[src/rtl/sel_decoder_pipe.sv]
// Registered N-to-M one-hot select decoder with valid/ready handshakes and an autonomous SCAN walk.
// Optional saturating error counter (err_cnt) is built when SEL_DEC_ERR_CNT_EN is defined.
module sel_decoder_pipe #(
  parameter int unsigned IN_W    = 4,
  parameter int unsigned NUM_OUT = 16
) (
  input  logic               clk,
  input  logic               reset_n,
  input  logic               in_valid,
  output logic               in_ready,
  input  logic               enable,
  input  logic [IN_W-1:0]    in,
  input  logic               scan_start,
  input  logic               scan_abort,
  output logic               scan_busy,
  output logic               out_valid,
  input  logic               out_ready,
  output logic [NUM_OUT-1:0] sel,
  output logic               err
`ifdef SEL_DEC_ERR_CNT_EN
  ,
  output logic [7:0]         err_cnt
`endif
);

  typedef enum logic [0:0] {StIdle, StScan} state_e;

  localparam logic [IN_W-1:0] LastIdx = IN_W'(NUM_OUT - 1);

  state_e             state_q, state_d;
  logic [IN_W-1:0]    scan_idx_q, scan_idx_d;
  logic               abort_q, abort_d;
  logic               out_valid_q, out_valid_d;
  logic [NUM_OUT-1:0] sel_q, sel_d;
  logic               err_q, err_d;
  logic               slot_free;
  logic               load;
  logic               dir_err;
  logic [NUM_OUT-1:0] one_lsb;

  assign one_lsb   = NUM_OUT'(1);
  assign slot_free = !out_valid_q || out_ready;
  assign dir_err   = enable && (32'(in) >= NUM_OUT);

  always_comb begin
    state_d     = state_q;
    scan_idx_d  = scan_idx_q;
    abort_d     = abort_q;
    out_valid_d = out_valid_q;
    sel_d       = sel_q;
    err_d       = err_q;
    load        = 1'b0;
    in_ready    = 1'b0;
    if (slot_free) begin
      out_valid_d = 1'b0;
    end
    unique case (state_q)
      StIdle: begin
        in_ready = slot_free && !scan_start;
        if (slot_free && scan_start) begin
          load       = 1'b1;
          sel_d      = one_lsb;
          err_d      = 1'b0;
          scan_idx_d = IN_W'(1);
          abort_d    = 1'b0;
          state_d    = StScan;
        end else if (in_valid && in_ready) begin
          load  = 1'b1;
          err_d = dir_err;
          sel_d = (enable && !dir_err) ? (one_lsb << in) : '0;
        end
      end
      StScan: begin
        abort_d = abort_q || scan_abort;
        if (slot_free) begin
          // scan_idx is 0 inside SCAN only once the last line has been loaded
          if (abort_d || (scan_idx_q == '0)) begin
            state_d    = StIdle;
            scan_idx_d = '0;
            abort_d    = 1'b0;
          end else begin
            load       = 1'b1;
            sel_d      = one_lsb << scan_idx_q;
            err_d      = 1'b0;
            scan_idx_d = (scan_idx_q == LastIdx) ? '0 : scan_idx_q + IN_W'(1);
          end
        end
      end
      default: state_d = StIdle;
    endcase
    if (load) begin
      out_valid_d = 1'b1;
    end
  end

  always_ff @(posedge clk or negedge reset_n) begin
    if (!reset_n) begin
      state_q     <= StIdle;
      scan_idx_q  <= '0;
      abort_q     <= 1'b0;
      out_valid_q <= 1'b0;
      sel_q       <= '0;
      err_q       <= 1'b0;
    end else begin
      state_q     <= state_d;
      scan_idx_q  <= scan_idx_d;
      abort_q     <= abort_d;
      out_valid_q <= out_valid_d;
      sel_q       <= sel_d;
      err_q       <= err_d;
    end
  end

  assign scan_busy = (state_q == StScan);
  assign out_valid = out_valid_q;
  assign sel       = sel_q;
  assign err       = err_q;

`ifdef SEL_DEC_ERR_CNT_EN
  logic [7:0] err_cnt_q, err_cnt_d;

  always_comb begin
    err_cnt_d = err_cnt_q;
    if (load && err_d && (err_cnt_q != 8'hFF)) begin
      err_cnt_d = err_cnt_q + 8'd1;
    end
  end

  always_ff @(posedge clk or negedge reset_n) begin
    if (!reset_n) begin
      err_cnt_q <= 8'd0;
    end else begin
      err_cnt_q <= err_cnt_d;
    end
  end

  assign err_cnt = err_cnt_q;
`endif

endmodule

[config.mk]
export PLATFORM = sky130hd
export DESIGN_NAME = sel_decoder_pipe
export DESIGN_NICKNAME = d
export VERILOG_FILES = /design/src/rtl/sel_decoder_pipe.sv
export SDC_FILE = /design/constraint.sdc
export NUM_CORES = 1
export LEC_CHECK = 0
export ABC_AREA = 1
export BUFFER_PORTS_ARGS = -buffer_cell sky130_fd_sc_hd__buf_2
export CORE_UTILIZATION = 30
export DETAILED_ROUTE_END_ITERATION = 10
export PLACE_DENSITY = 0.54
export REMOVE_ABC_BUFFERS = 1
export SLEW_MARGIN = 20
export SYNTH_ARGS = -nofsm -noshare
export SYNTH_HDL_FRONTEND = slang
export SYNTH_SLANG_ARGS = --single-unit
[constraint.sdc]
create_clock -name clk -period 1.2 [get_ports clk]
set_input_delay 0.36 -clock clk [delete_from_list [all_inputs] [get_ports clk]]
set_output_delay 0.36 -clock clk [all_outputs]
set_load 0.005 [all_outputs]
# --- Yosys cells after proc, flatten, opt, wreduce, memory -nomap -nowiden ---
# Cells that the tools add are included.
totals:
  ff_bits: 24
  input_bits: 11
  output_inout_bits: 20
  wordCells: 58
op_classes:
  addsub: 1
  eq_ne: 5
  n_shift: 2
  muxes: 31
  bitwise: 1
  reduce_logical: 12
op_table:
  columns: ["operator", "n"]
  rows:
  - ["$mux 16", 5]
  - ["$pmux 16 s2", 1]
  - ["$shl 1x4->16 const A", 2]
  - ["$mux 1", 16]
  - ["$mux 4", 4]
  - ["$pmux 1 s2", 4]
  - ["$pmux 4 s2", 1]
  - ["$add 4x1->4 const B", 1]
  - ["$eq 4x4->1 const B", 1]
  - ["$logic_not 4->1", 1]
  - ["$ne 2x2->1 const B", 2]
  - ["$logic_and 1x1->1", 3]
  - ["$logic_or 1x1->1", 3]
  - ["$ne 3x3->1 const B", 1]
  - ["$reduce_and 3->1", 1]
  - ["$logic_not 1->1", 2]
  - ["$ne 2x1->1 const B", 1]
  - ["$reduce_and 2->1", 1]
  - ["$reduce_bool 2->1", 1]
  - ["$not 1->1", 1]

# --- Logic depth before layout (Yosys ltp) ---
depth:
  ltp_word: 8
  mapped_depth: 10

# --- Least setup slack after synthesis ---
# No wires, ideal clock.
synth_path:
  kind: "flip-flop to flip-flop"
  startpoint: "register scan_idx_q[0]"
  endpoint: "register sel_q[0] (netlist: sel[0])"
  setup_time_ps: 116
  t_arrival_ps: 1235
  t_required_ps: 1084
  slack_ps: -152
  stages_incl_launch_ff: 10
  path_buffers: 1
  synth_period_minus_slack_ps: 1352
  path_cell_list: "dfrtp_1 inv_1 ha_1 nand3_4 nand2_4 nand2_4 nand3_4 buf_6 nand2_1 nand2_1"
synth_between:
  elab_chain_len: 4
synth_rtl:
  columns: ["item", "line_no", "rtl"]
  rows:
  - ["from (decl)", "31", "logic [IN_W-1:0] scan_idx_q, scan_idx_d;"]
  - ["from (signal assigned)", "106", "scan_idx_q <= scan_idx_d;"]
  - ["$shl 1x4->16 / $logic_not 4->1 (equally long branches)", "83, 77", null]
  - ["$mux 16 / $logic_or 1x1->1 (equally long branches)", "77", "if (abort_d || (scan_idx_q == '0)) begin"]
  - ["$mux 16 / $ne 2x2->1 (equally long branches)", null, null]
  - ["$pmux 16 s2 / $reduce_and 3->1 (equally long branches)", null, null]
  - ["to (signal assigned)", "109", "sel_q <= sel_d;"]
  - ["to (decl)", "34", "logic [NUM_OUT-1:0] sel_q, sel_d;"]
# Several ways; a longest one is shown, not always the timed one. The select of a mux whose other input is x is not followed.
# A chain may end at the register's enable or synchronous reset.

# --- Worst setup path in the final report ---
layout_path:
  startpoint: "register out_valid_q (netlist: out_valid)"
  endpoint: "output port in_ready"
layout_between:
  elab_chain_len: 4
layout_rtl:
  columns: ["item", "line_no", "rtl"]
  rows:
  - ["from (decl)", "33", "logic out_valid_q, out_valid_d;"]
  - ["from (signal assigned)", "108", "out_valid_q <= out_valid_d;"]
  - ["$logic_not 1->1", "42", "assign slot_free = !out_valid_q || out_ready;"]
  - ["$logic_or 1x1->1", "42", null]
  - ["$logic_and 1x1->1", "59", "in_ready = slot_free && !scan_start;"]
  - ["$mux 1", "57", "unique case (state_q)"]
  - ["to (decl)", "10", "output logic in_ready,"]
# No other way between the ends.

==> reports/qor.csv <==
stage;metric;value;unit
run_status;status;finished with violations;
run_status;violations;negative setup slack;
sta;max_freq;709.6;MHz
die;row_count;25;
synthesis;yosys_warnings;0;
setup_path;r2r_end;sel[15];
sta;setup_viol;23;
cells_and_area;layout_commonest_cell;nand2_1;
hold_path;min_path_cells;2;
cells_and_area;syn2layout_area_growth;43.57;%
die;io_pins;31;
cts;clock_latency;0.27;ns
pwr;p_int;2.247;mW
global_route;grt_use_total;0.1688;
sta;fin_crit;1.409;ns
global_route;grt_max_degree;17;
sta;slew_violations;0;
die;fp.dieH;73.16;um
route;avgRoutedWirePerCell;11.56;um
place;portBuffers;29;
cts;cts_max_level;1;
die;fp.dieW;73.16;um
setup_path;r2r-start;scan_busy;
cells_and_area;stdcell_area;0.002181;mm^2
sta;clock_skew;0.003131;ns
sta;holdWs;0.4772;ns
cells_and_area;final_util;0.4557;
sta;fin_ws;-0.2093;ns
place;dp_slack;-0.2126;ns
pwr;p_seq_frac;0.250;
cells_and_area;nNetsFinal;305;
setup_path;arrival;1.05;ns
place;place.gp.congestion;0.8100;
synthesis;synth_cell_type_count;22;
place;place_inst;338;
route;drtIter0Drc;105;
route;ant_nets;0;
cts;root_buffer;clkbuf_8;
flow_run;maxCapViolations;0;
setup_path;worstSetupStartpointType;flop;
pwr;netSwitchingFraction;0.4430;
place;dpl.hpwl;2727;um
global_route;grt_pass1_vias;1466;
pwr;finalPower;4.034;mW
setup_path;cp.required;0.84;ns
die;dieArea;0.005352;mm^2
synthesis;synthCells;228;
pwr;p_sw;1.787;mW
route;wl;4091;um
cts;cts_tree;yes;
place;dpl_cell_area;0.001858;mm^2
sta;finalHoldViolCount;0;
synthesis;synth_area;0.001519;mm^2
hold_path;hp-start;sel[1];
pwr;power_frac_clock;0.125;
sta;timing.final.crit_share;1.174;
setup_path;r2r_slack;-0.13;ns
hold_path;min_to;sel[1];
synthesis;avgSynthCellArea;6.662;um^2
die;coreArea;0.004786;mm^2
route;drc;0;
die;initial_core_util;0.3174;
pwr;powerDensity;1850;mW/mm^2
setup_path;reg2regPathDepth;6;
global_route;grt-ovfl-total;0;
synthesis;ys_ff_latch;23;
setup_path;critPathKind;reg -> out;
route;vias;1542;
global_route;grt_pass1_wl;6920;um
sta;rsz0062_at_grt;true;
pwr;leakage;1.252;nW
cts;cts_inserted_buffers;3;
cts;clkSinkCount;23;
cts;path_clk_slew;0.09;ns
hold_path;min_path_type;reg -> reg;
pwr;combPwrFrac;0.625;
global_route;antenna_found_initial;0;
setup_path;critPathMaxFanout;2;
cells_and_area;mostFrequentLayoutCells;106 x nand2_1, 28 x buf_2, 23 x dfrtp_1;
cells_and_area;finalNonFillerCells;354;
cells_and_area;n_fill_cell;518;
cts;clockBufferDepth;2;
route;dr.pass1.iters;4;
pwr;ir_drop;1.148;mV
cells_and_area;drive_above_1_share;0.3589;
synthesis;ys_seq_area_frac;0.3789;
route;via_per_inst;4.356;
cells_and_area;diodes;0;
sta;final.setup.tns;-2.462;ns
setup_path;endpoint_kind;output port;
-- power groups by stage --
| stage | Clock [mW] | Combinational, mW | Sequential (mW) |
|---|---|---|---|
| 2_1_floorplan | 0 | 0.946 | 1.06 |
| 3_3_place_gp | 0 | 1.71 | 1.02 |
| 3_5_place_dp | 0 | 1.73 | 1.02 |
| 4_1_cts | 0.527 | 2.29 | 1.01 |
| 5_1_grt | 0.560 | 2.80 | 1.03 |
| 6_report | 0.506 | 2.52 | 1.01 |
-- worst max-delay path by stage --
stage                     slack (ns)        to  cells past startpoint          start
after global placement         -0.22   sel[13]                      8  scan_idx_q[0]
after CTS                      -0.23  in_ready                      4      out_valid
after floorplan                -0.10    sel[0]                      7  scan_idx_q[0]
final                          -0.21  in_ready                      4      out_valid
after global routing           -0.27  in_ready                      4      out_valid
after detailed placement       -0.21   sel[14]                      7  scan_idx_q[0]
-- routing by layer --
metal	global-route usage	wire [um]
met5	0	0
met4	0.01961	12
met3	0.03039	211
met2	0.2809	1848
met1	0.2340	2018
-- flip-flops by register name, indices dropped and copies added, names as in the netlist --
signal      flops
abort_q         1
out_valid       1
sel            16
scan_idx_q      4
scan_busy       1
-- Yosys cell counts --
master   count  area share
nand2_1    114        0.28
nor2_1      24       0.059
dfrtp_1     23        0.38
inv_1       20       0.049
nand3_1      9       0.030
ha_1         6       0.049
inv_2        4      0.0099
buf_4        3       0.015
nor3_1       3      0.0099
o21ai_0      3      0.0099
a21oi_1      2      0.0066
buf_6        2       0.015
nand2_2      2      0.0082
nand2_4      2       0.015
nand3_4      2       0.023
nand4_1      2      0.0082
nor2_2       2      0.0082
and2_1       1      0.0041
conb_1       1      0.0025
nand4_2      1      0.0082
o21a_1       1      0.0049
o21ai_1      1      0.0033
-- area by class of cell --
cell class                      count  area [um^2]  share of cell area
Multi-Input combinational cell    178        970.9              0.4452
Sequential cell                    23        575.6              0.2639
Timing Repair Buffer               58        406.6              0.1865
Inverter                           24        97.59             0.04475
Tap cell                           67        83.83             0.03844
Clock buffer                        3        41.29             0.01893
Clock inverter                      1        5.005            0.002295
-- critical path: stages (launching register included) --
cell and delay (ns):
dfrtp_1 0.40, nand2_2 0.08, inv_2 0.04, nor3_2 0.14, buf_2 0.12
-- logic make-up after synthesis --
kind of cell / count (synthesis) / synth area share
and+or+nand+nor: 162 / 0.4555
buffers and inverters: 29 / 0.08896
DFF: 23 / 0.3789
AOI/OAI and AO/OA: 7 / 0.02471
adders and majority gates: 6 / 0.04942
other: 1 / 0.002469
-- what timing repair did --
item | CTS | global route
buffers inserted | 6 | 3
endpoints found under the hold margin | 9 | 0
endpoints found under the setup margin | 24 | 26
pin swaps | 6 | 8
resized for setup | 27 | 22
cloned | 2 | 0
hold buffers | 1 | 0
(Power assumes the default switching activity.)
